==> src/rtl/regfile_write_arbiter_if.sv <==
// regfile_write_arbiter_if: requester handshakes, clear control and register-file write port
interface regfile_write_arbiter_if #(
    parameter int DATA_W = 32,
    parameter int ADDR_W = 5
);
    logic              wb_valid;
    logic              wb_ready;
    logic [ADDR_W-1:0] wb_rd;
    logic [DATA_W-1:0] wb_data;
    logic              ld_valid;
    logic              ld_ready;
    logic [ADDR_W-1:0] ld_rd;
    logic [DATA_W-1:0] ld_data;
    logic              clr_req;
    logic              busy;
    logic              rf_we;
    logic [ADDR_W-1:0] rf_waddr;
    logic [DATA_W-1:0] rf_wdata;

    modport master (
        output wb_valid, wb_rd, wb_data, ld_valid, ld_rd, ld_data, clr_req,
        input  wb_ready, ld_ready, busy, rf_we, rf_waddr, rf_wdata
    );

    modport slave (
        input  wb_valid, wb_rd, wb_data, ld_valid, ld_rd, ld_data, clr_req,
        output wb_ready, ld_ready, busy, rf_we, rf_waddr, rf_wdata
    );
endinterface

==> src/rtl/regfile_write_arbiter.sv <==
// regfile_write_arbiter: shares the register-file write port between WB and LD, with hardware clear sweep
module regfile_write_arbiter #(
    parameter int DATA_W     = 32,
    parameter int ADDR_W     = 5,
    parameter int NUM_REGS   = 32,
    parameter int MAX_WAIT   = 4,
    parameter bit CLR_ON_RST = 1'b1
) (
    input logic clk,
    input logic rst_n,
    regfile_write_arbiter_if.slave bus
);
    typedef enum logic {CLEAR, ARB} stateT;

    localparam int                WAIT_W    = $clog2(MAX_WAIT + 1);
    localparam logic [ADDR_W-1:0] LAST_IDX  = ADDR_W'(NUM_REGS - 1);
    localparam logic [WAIT_W-1:0] WAIT_MAX  = WAIT_W'(MAX_WAIT);
    localparam stateT             RST_STATE = CLR_ON_RST ? CLEAR : ARB;

    stateT             state, stateNext;
    logic [ADDR_W-1:0] clrIdx, clrIdxNext;
    logic [WAIT_W-1:0] waitCnt, waitNext;
    logic              weQ, weNext;
    logic [ADDR_W-1:0] waddrQ, waddrNext;
    logic [DATA_W-1:0] wdataQ, wdataNext;
    logic              wbGrant, ldGrant;
    logic [ADDR_W-1:0] selRd;
    logic [DATA_W-1:0] selData;

    assign bus.wb_ready = wbGrant;
    assign bus.ld_ready = ldGrant;
    assign bus.busy     = (state == CLEAR);
    assign bus.rf_we    = weQ;
    assign bus.rf_waddr = waddrQ;
    assign bus.rf_wdata = wdataQ;

    // State, sweep index, starvation counter and the registered write port
    always_ff @(posedge clk or negedge rst_n) begin
        if (!rst_n) begin
            state   <= RST_STATE;
            clrIdx  <= '0;
            waitCnt <= '0;
            weQ     <= 1'b0;
            waddrQ  <= '0;
            wdataQ  <= '0;
        end else begin
            state   <= stateNext;
            clrIdx  <= clrIdxNext;
            waitCnt <= waitNext;
            weQ     <= weNext;
            waddrQ  <= waddrNext;
            wdataQ  <= wdataNext;
        end
    end

    // Sweep in CLEAR; in ARB pick a winner (forced LD, then WB, then LD) and suppress x0 writes
    always_comb begin
        stateNext  = state;
        clrIdxNext = clrIdx;
        waitNext   = waitCnt;
        wbGrant    = 1'b0;
        ldGrant    = 1'b0;
        weNext     = 1'b0;
        waddrNext  = waddrQ;
        wdataNext  = wdataQ;
        selRd      = bus.wb_rd;
        selData    = bus.wb_data;
        if (state == CLEAR) begin
            weNext     = 1'b1;
            waddrNext  = clrIdx;
            wdataNext  = '0;
            clrIdxNext = (clrIdx == LAST_IDX) ? '0 : clrIdx + 1'b1;
            stateNext  = (clrIdx == LAST_IDX) ? ARB : CLEAR;
        end else if (bus.clr_req) begin
            stateNext  = CLEAR;
            clrIdxNext = '0;
            waitNext   = '0;
        end else begin
            ldGrant  = bus.ld_valid && (waitCnt == WAIT_MAX || !bus.wb_valid);
            wbGrant  = bus.wb_valid && !ldGrant;
            waitNext = (!bus.ld_valid || ldGrant) ? '0 :
                       (waitCnt == WAIT_MAX) ? waitCnt : waitCnt + 1'b1;
            selRd    = ldGrant ? bus.ld_rd : bus.wb_rd;
            selData  = ldGrant ? bus.ld_data : bus.wb_data;
            if ((ldGrant || wbGrant) && selRd != '0) begin
                weNext    = 1'b1;
                waddrNext = selRd;
                wdataNext = selData;
            end
        end
    end
endmodule

==> src/flat_wrapper.sv <==
// flat-port wrapper written by rule: the top's interface ports become plain ports
module regfile_write_arbiter_flat 
#(
    parameter int DATA_W     = 32,
    parameter int ADDR_W     = 5,
    parameter int NUM_REGS   = 32,
    parameter int MAX_WAIT   = 4,
    parameter bit CLR_ON_RST = 1'b1
)
  (clk, rst_n, bus_wb_valid, bus_wb_rd, bus_wb_data, bus_ld_valid, bus_ld_rd, bus_ld_data, bus_clr_req, bus_wb_ready, bus_ld_ready, bus_busy, bus_rf_we, bus_rf_waddr, bus_rf_wdata);
  regfile_write_arbiter_if #(.DATA_W(DATA_W), .ADDR_W(ADDR_W)) bus_i ();
  input logic clk;
  input logic rst_n;
  input wire logic [$bits(bus_i.wb_valid)-1:0] bus_wb_valid;
  input wire logic [$bits(bus_i.wb_rd)-1:0] bus_wb_rd;
  input wire logic [$bits(bus_i.wb_data)-1:0] bus_wb_data;
  input wire logic [$bits(bus_i.ld_valid)-1:0] bus_ld_valid;
  input wire logic [$bits(bus_i.ld_rd)-1:0] bus_ld_rd;
  input wire logic [$bits(bus_i.ld_data)-1:0] bus_ld_data;
  input wire logic [$bits(bus_i.clr_req)-1:0] bus_clr_req;
  output wire logic [$bits(bus_i.wb_ready)-1:0] bus_wb_ready;
  output wire logic [$bits(bus_i.ld_ready)-1:0] bus_ld_ready;
  output wire logic [$bits(bus_i.busy)-1:0] bus_busy;
  output wire logic [$bits(bus_i.rf_we)-1:0] bus_rf_we;
  output wire logic [$bits(bus_i.rf_waddr)-1:0] bus_rf_waddr;
  output wire logic [$bits(bus_i.rf_wdata)-1:0] bus_rf_wdata;
  assign bus_i.wb_valid = bus_wb_valid;
  assign bus_i.wb_rd = bus_wb_rd;
  assign bus_i.wb_data = bus_wb_data;
  assign bus_i.ld_valid = bus_ld_valid;
  assign bus_i.ld_rd = bus_ld_rd;
  assign bus_i.ld_data = bus_ld_data;
  assign bus_i.clr_req = bus_clr_req;
  assign bus_wb_ready = bus_i.wb_ready;
  assign bus_ld_ready = bus_i.ld_ready;
  assign bus_busy = bus_i.busy;
  assign bus_rf_we = bus_i.rf_we;
  assign bus_rf_waddr = bus_i.rf_waddr;
  assign bus_rf_wdata = bus_i.rf_wdata;
  regfile_write_arbiter #(.DATA_W(DATA_W), .ADDR_W(ADDR_W), .NUM_REGS(NUM_REGS), .MAX_WAIT(MAX_WAIT), .CLR_ON_RST(CLR_ON_RST)) u_core (.clk(clk), .rst_n(rst_n), .bus(bus_i));
endmodule
==> config.mk <==
export PLATFORM = sky130hd
export DESIGN_NAME = regfile_write_arbiter_flat
export DESIGN_NICKNAME = d
export VERILOG_FILES = /design/src/rtl/regfile_write_arbiter_if.sv /design/src/rtl/regfile_write_arbiter.sv /design/src/flat_wrapper.sv
export SDC_FILE = /design/constraint.sdc
export NUM_CORES = 1
export LEC_CHECK = 0
export ABC_CLOCK_PERIOD_IN_PS = 2330
export BUFFER_PORTS_ARGS = -buffer_cell sky130_fd_sc_hd__buf_2
export CORE_UTILIZATION = 48
export CTS_CLUSTER_SIZE = 12
export DETAILED_ROUTE_END_ITERATION = 10
export PLACE_DENSITY = 0.81
export SYNTH_ARGS = -nofsm -noshare
export SYNTH_HDL_FRONTEND = slang
export SYNTH_SLANG_ARGS = --single-unit
==> constraint.sdc <==
create_clock -name clk -period 2.33 [get_ports clk]
set_input_delay 0.466 -clock clk [delete_from_list [all_inputs] [get_ports clk]]
set_output_delay 0.466 -clock clk [all_outputs]
set_load 0.02 [all_outputs]
== Word level (Yosys, flattened, before mapping) ==
Index checks and enable logic that the tools add are counted.
Cells by class
  div/mod/pow operators: 0
  equal/unequal tests: 6
  reduce and logical (&&, ||, !) cells: 12
  $mul: 0
  mux-type cells: 24
  bitwise logic cells: 1
  add/subtract/negate cells: 2
  order comparisons: 0
  shift operators: 0
Operators by type and width (count)
  two-way mux 32 bit: 4
  two-way mux 5 bit: 7
  two-way mux 1 bit: 10
  two-way mux 3 bit: 3
  inequality test 2 bit (second input constant): 3
  adder 5 x 1 -> 5 bit (second input constant): 1
  equality test 5 bit (second input constant): 1
  nonzero test 5 bit: 1
  AND reduction 2 bit: 2
  adder 3 x 1 -> 3 bit (second input constant): 1
  equality test 3 bit (second input constant): 1
  logical AND 1 bit: 3
  logical NOT 1 bit: 3
  logical OR 1 bit: 3
  inequality test 3 bit (second input constant): 1
  NOT 1 bit: 1
Storage, ports and cells
  latch bits: 0
  bits in registers: 47
  memories kept: 0
  memory bits (read-only): 0
  output and inout bits: 41
  bits in writable memories: 0

== Longest topological paths before layout ==
  depth in word-level cells: 10
  depth in mapped cells: 9

== Worst setup path before layout ==
No wires, ideal clock.
  path kind: register to output
  from: reg u_core.waitCnt[0]
  to: out bus_ld_ready
  arrival: 1.679 ns
  path slack: 0.185 ns
  path buffers: 2
  cell stages (with the launch flop): 8
  cells stage by stage: dfrtp_1 inv_1 ha_1 a21bo_1 buf_4 nand2_1 buf_2 nor3_1
Between the ends
  longest elaborated chain between the ends: 5
Ends and longest elaborated chain
  start: declaration: line regfile_write_arbiter.sv:22  | logic [WAIT_W-1:0] waitCnt, waitNext;
  start signal: assignment: line regfile_write_arbiter.sv:49  | waitCnt <= waitNext;
  equality test 3 bit: line regfile_write_arbiter.sv:79  | ldGrant = bus.ld_valid && (waitCnt == WAIT_MAX || !bus.wb_valid);
  logical OR 1 bit: line regfile_write_arbiter.sv:79
  logical AND 1 bit: line regfile_write_arbiter.sv:79
  two-way mux 1 bit: line regfile_write_arbiter.sv:74  | end else if (bus.clr_req) begin
  two-way mux 1 bit: line regfile_write_arbiter.sv:68  | if (state == CLEAR) begin
  end: declaration: line flat_wrapper.sv:22  | output wire logic [$bits(bus_i.ld_ready)-1:0] bus_ld_ready;
Every way passes these cells.

== Final worst setup path ==
  from: reg u_core.waitCnt[0]
  to: out bus_wb_ready
Between the ends
  longest elaborated chain between the ends: 7
Ends and longest elaborated chain
  equality test 3 bit: line regfile_write_arbiter.sv:79
  logical OR 1 bit: line regfile_write_arbiter.sv:79
  logical AND 1 bit: line regfile_write_arbiter.sv:79
  logical NOT 1 bit: line regfile_write_arbiter.sv:80  | wbGrant = bus.wb_valid && !ldGrant;
  logical AND 1 bit: line regfile_write_arbiter.sv:80
  two-way mux 1 bit: line regfile_write_arbiter.sv:74
  two-way mux 1 bit: line regfile_write_arbiter.sv:68
  end: declaration: line flat_wrapper.sv:21  | output wire logic [$bits(bus_i.wb_ready)-1:0] bus_wb_ready;
Every way passes these cells.

==> results_dict.tcl <==
set metrics [dict create \
    p_sw_frac 0.3562 \
    rsz0062_at_grt "no" \
    slowest_stage "dfrtp_1" \
    cts_root_buf "clkbuf_8" \
    busiest_layer "met2" \
    synth.distinct_cells 36 \
    finalPower_mw 2.851 \
    num-nets-final 472 \
    path_cells "inv_1, ha_2, a21bo_4, nand2_1, and3_1, buf_2" \
    synth-seq-cells 47 \
    drv_slew 0 \
    syn_inst 280 \
    track_usage 0.2533 \
    numPortBuffers 119 \
    ff_latch_area_um2 1176 \
    syn_nets 363 \
    setup_viol 0 \
    drt_iter0_markers 205 \
    placedCellCount 454 \
    worstPathArrival_ns 1.76 \
    fin_tns_setup_ns 0 \
    async_reset_ff_frac 1.000 \
    std_cell_rows 27 \
    synth_ff_type "dfrtp_1" \
    postPlaceCellArea_um2 3405 \
    critPathLaunchType "register" \
    crit_family "flip-flops" \
    htree_levels 2 \
    grt_overflow 0 \
    irDropWorstVdd_v 0.0005069 \
    fin_crit_sh 0.9534 \
    fmax_mhz 450.2 \
    period_needed_ns 2.221 \
    syn_avg_cell_area_um2 9.916 \
    power_frac_seq 0.400 \
    seq_area_frac_synth 0.4236 \
    wl_per_cell_um 16.01 \
    combinationalPowerShare 0.356 \
    fillCellCount 490 \
    drt-pass1-iter-count 4 \
    grt_pass1_wl_um 12280 \
    place_ws_ns 0.01906 \
    grt_util_met2 0.4246 \
    holdBufCountCts 0 \
    synth_warnings 0 \
    p_int_mw 1.836 \
    setup_ws_ns 0.1086 \
    syn_area_um2 2776 \
    min_path_type "input port to asynchronous set/reset pin" \
    power_switching_mw 1.015 \
    power_frac_clock 0.244 \
    drive_gt1_frac 0.4538 \
    stdcell_area_um2 3550 \
    whs_ns 0.2543 \
    antenna_found_initial 0 \
    layout_common_cells "119 x buf_2, 71 x nand2_1, 47 x dfrtp_1" \
    clockBufferDepth 2 \
    ant_nets 0 \
    tightest_slew_ns 0.5935 \
    io_pins 120 \
    vias 2692 \
    grt_use_met3 0.04070 \
    finalHoldViolations 0 \
    worst_path_largest_cell_delay_ns 0.40 \
    end_kind "output pin" \
    synth_edf_count 0 \
    final_common_cell "buf_2" \
    clock_skew_ns 0.01058 \
    core_um2 5540 \
    place_congestion 0.8657 \
    clk_latency_ns 0.29 \
    cts.sinks 47 \
    grt_max_degree 48 \
    path_clk_slew_ns 0.08 \
    outcome "finished, final reports clean" \
    drc 0 \
    viasPerCell 5.827 \
    cts_tree "built" \
    finalNonFillerCells 462 \
    maxCapViolations 0 \
    wl_um 7397 \
    final_util 0.6407 \
    use_met1 0.3243 \
    cts_buffers 5 \
    required_ns 1.86 \
    area_delta_synth_final_pct 27.85 \
    power_density_nw_per_um2 803.2 \
    multi_input_area_um2 1458 \
    grt_pass1_vias 2670 \
    n_antenna_cell 0 \
    fp.dieH_um 78.06 \
    crit_type "register to output pin" \
    p_leak_nw 1.720 \
    cp_num_buf_inv 2 \
    dp_hpwl_um 5120 \
    crit_path_max_fanout 8 \
    start_util 0.5011 \
    cts_setup_buffers 0 \
    die_x_um 78.06 \
    die-area_um2 6093 \
    maxSlewHeadroom 0.6044 \
]
-- final timing paths --
| path | endpoint | cells after the start | slack, ns | start |
|---|---|---|---|---|
| setup reg to reg | u_core.bus.rf_waddr[0] | 7 | 0.18 | u_core.waitCnt[0] |
| hold / removal | u_core.bus.rf_we | 2 | 0.25 | rst_n |
| hold reg to reg | u_core.bus.rf_waddr[3] | 1 | 0.53 | u_core.bus.rf_waddr[3] |
| min in group clk | u_core.bus.rf_wdata[14] | 3 | 0.43 | bus_ld_data[14] |
| max in group asynchronous | u_core.bus.rf_wdata[13] | 2 | 1.67 | rst_n |
| setup / recovery | bus_wb_ready | 6 | 0.11 | u_core.waitCnt[0] |
-- state kept, by name (all words and copies together), names as in the netlist --
signal / count
u_core.bus.rf_waddr: 5
u_core.state: 1
u_core.waitCnt: 3
u_core.clrIdx: 5
u_core.bus.rf_wdata: 32
u_core.bus.rf_we: 1
-- power by group through the flow --
| stage | combinational [mW] | sequential (mW) | clock (mW) |
|---|---|---|---|
| detailed placement | 1.01 | 1.15 | 0 |
| finish | 1.01 | 1.14 | 0.695 |
| floorplan | 0.505 | 1.30 | 0 |
| CTS | 1.01 | 1.14 | 0.710 |
| global placement | 0.980 | 1.14 | 0 |
| global route | 1.11 | 1.16 | 0.742 |
-- layer usage --
layer | vias to the layer above | wire, µm | share of wire
met1 | 1303 | 3076 | 0.42
li1 | 1260 | - | -
met3 | 10 | 468 | 0.063
met4 | 0 | 125 | 0.017
met5 | - | 0 | 0
met2 | 119 | 3726 | 0.50
-- cell usage after synthesis (2+ instances only) --
master      n  area share
ha_1        4       0.018
nor4_4      2       0.015
o2bb2ai_1   2      0.0063
and3_1      3      0.0068
a31oi_1    32       0.072
buf_6       4       0.016
nor2b_1     6       0.014
clkbuf_1   11       0.015
a311oi_1    2      0.0063
inv_1       4      0.0054
o21ai_0    10       0.018
a311oi_2   30        0.16
nand3_1    10       0.018
a21oi_1     6       0.011
a311o_1     5       0.018
buf_2      10       0.018
nor2_1      4      0.0054
nand2_1    71       0.096
dfrtp_1    47        0.42
-- cells by family (layout without fill, tap and decap cells) --
logic type / Yosys count / count (layout) / share of synthesized area
simple gates: 100 / 100 / 0.1703
mux: 1 / 1 / 0.003605
flops: 47 / 47 / 0.4236
buf+inv: 33 / 143 / 0.06128
fa+ha+maj: 4 / 4 / 0.01803
compound gates: 93 / 93 / 0.3168
xor+xnor: 2 / 2 / 0.006310
-- final cells by class --
cell class                 count  share of cell area
timing repair buffer         129              0.1889
inverter                       6            0.006345
clock buffer                   6             0.02044
tap                           72             0.02538
multi-input combinational    200              0.4106
clock inverter                 2             0.01692
sequential                    47              0.3313
-- timing repair --
action	CTS	global route
gates resized for setup	1	3
hold endpoints to repair	0	0
setup endpoints to repair	2	34
(Power assumes the default switching activity.)
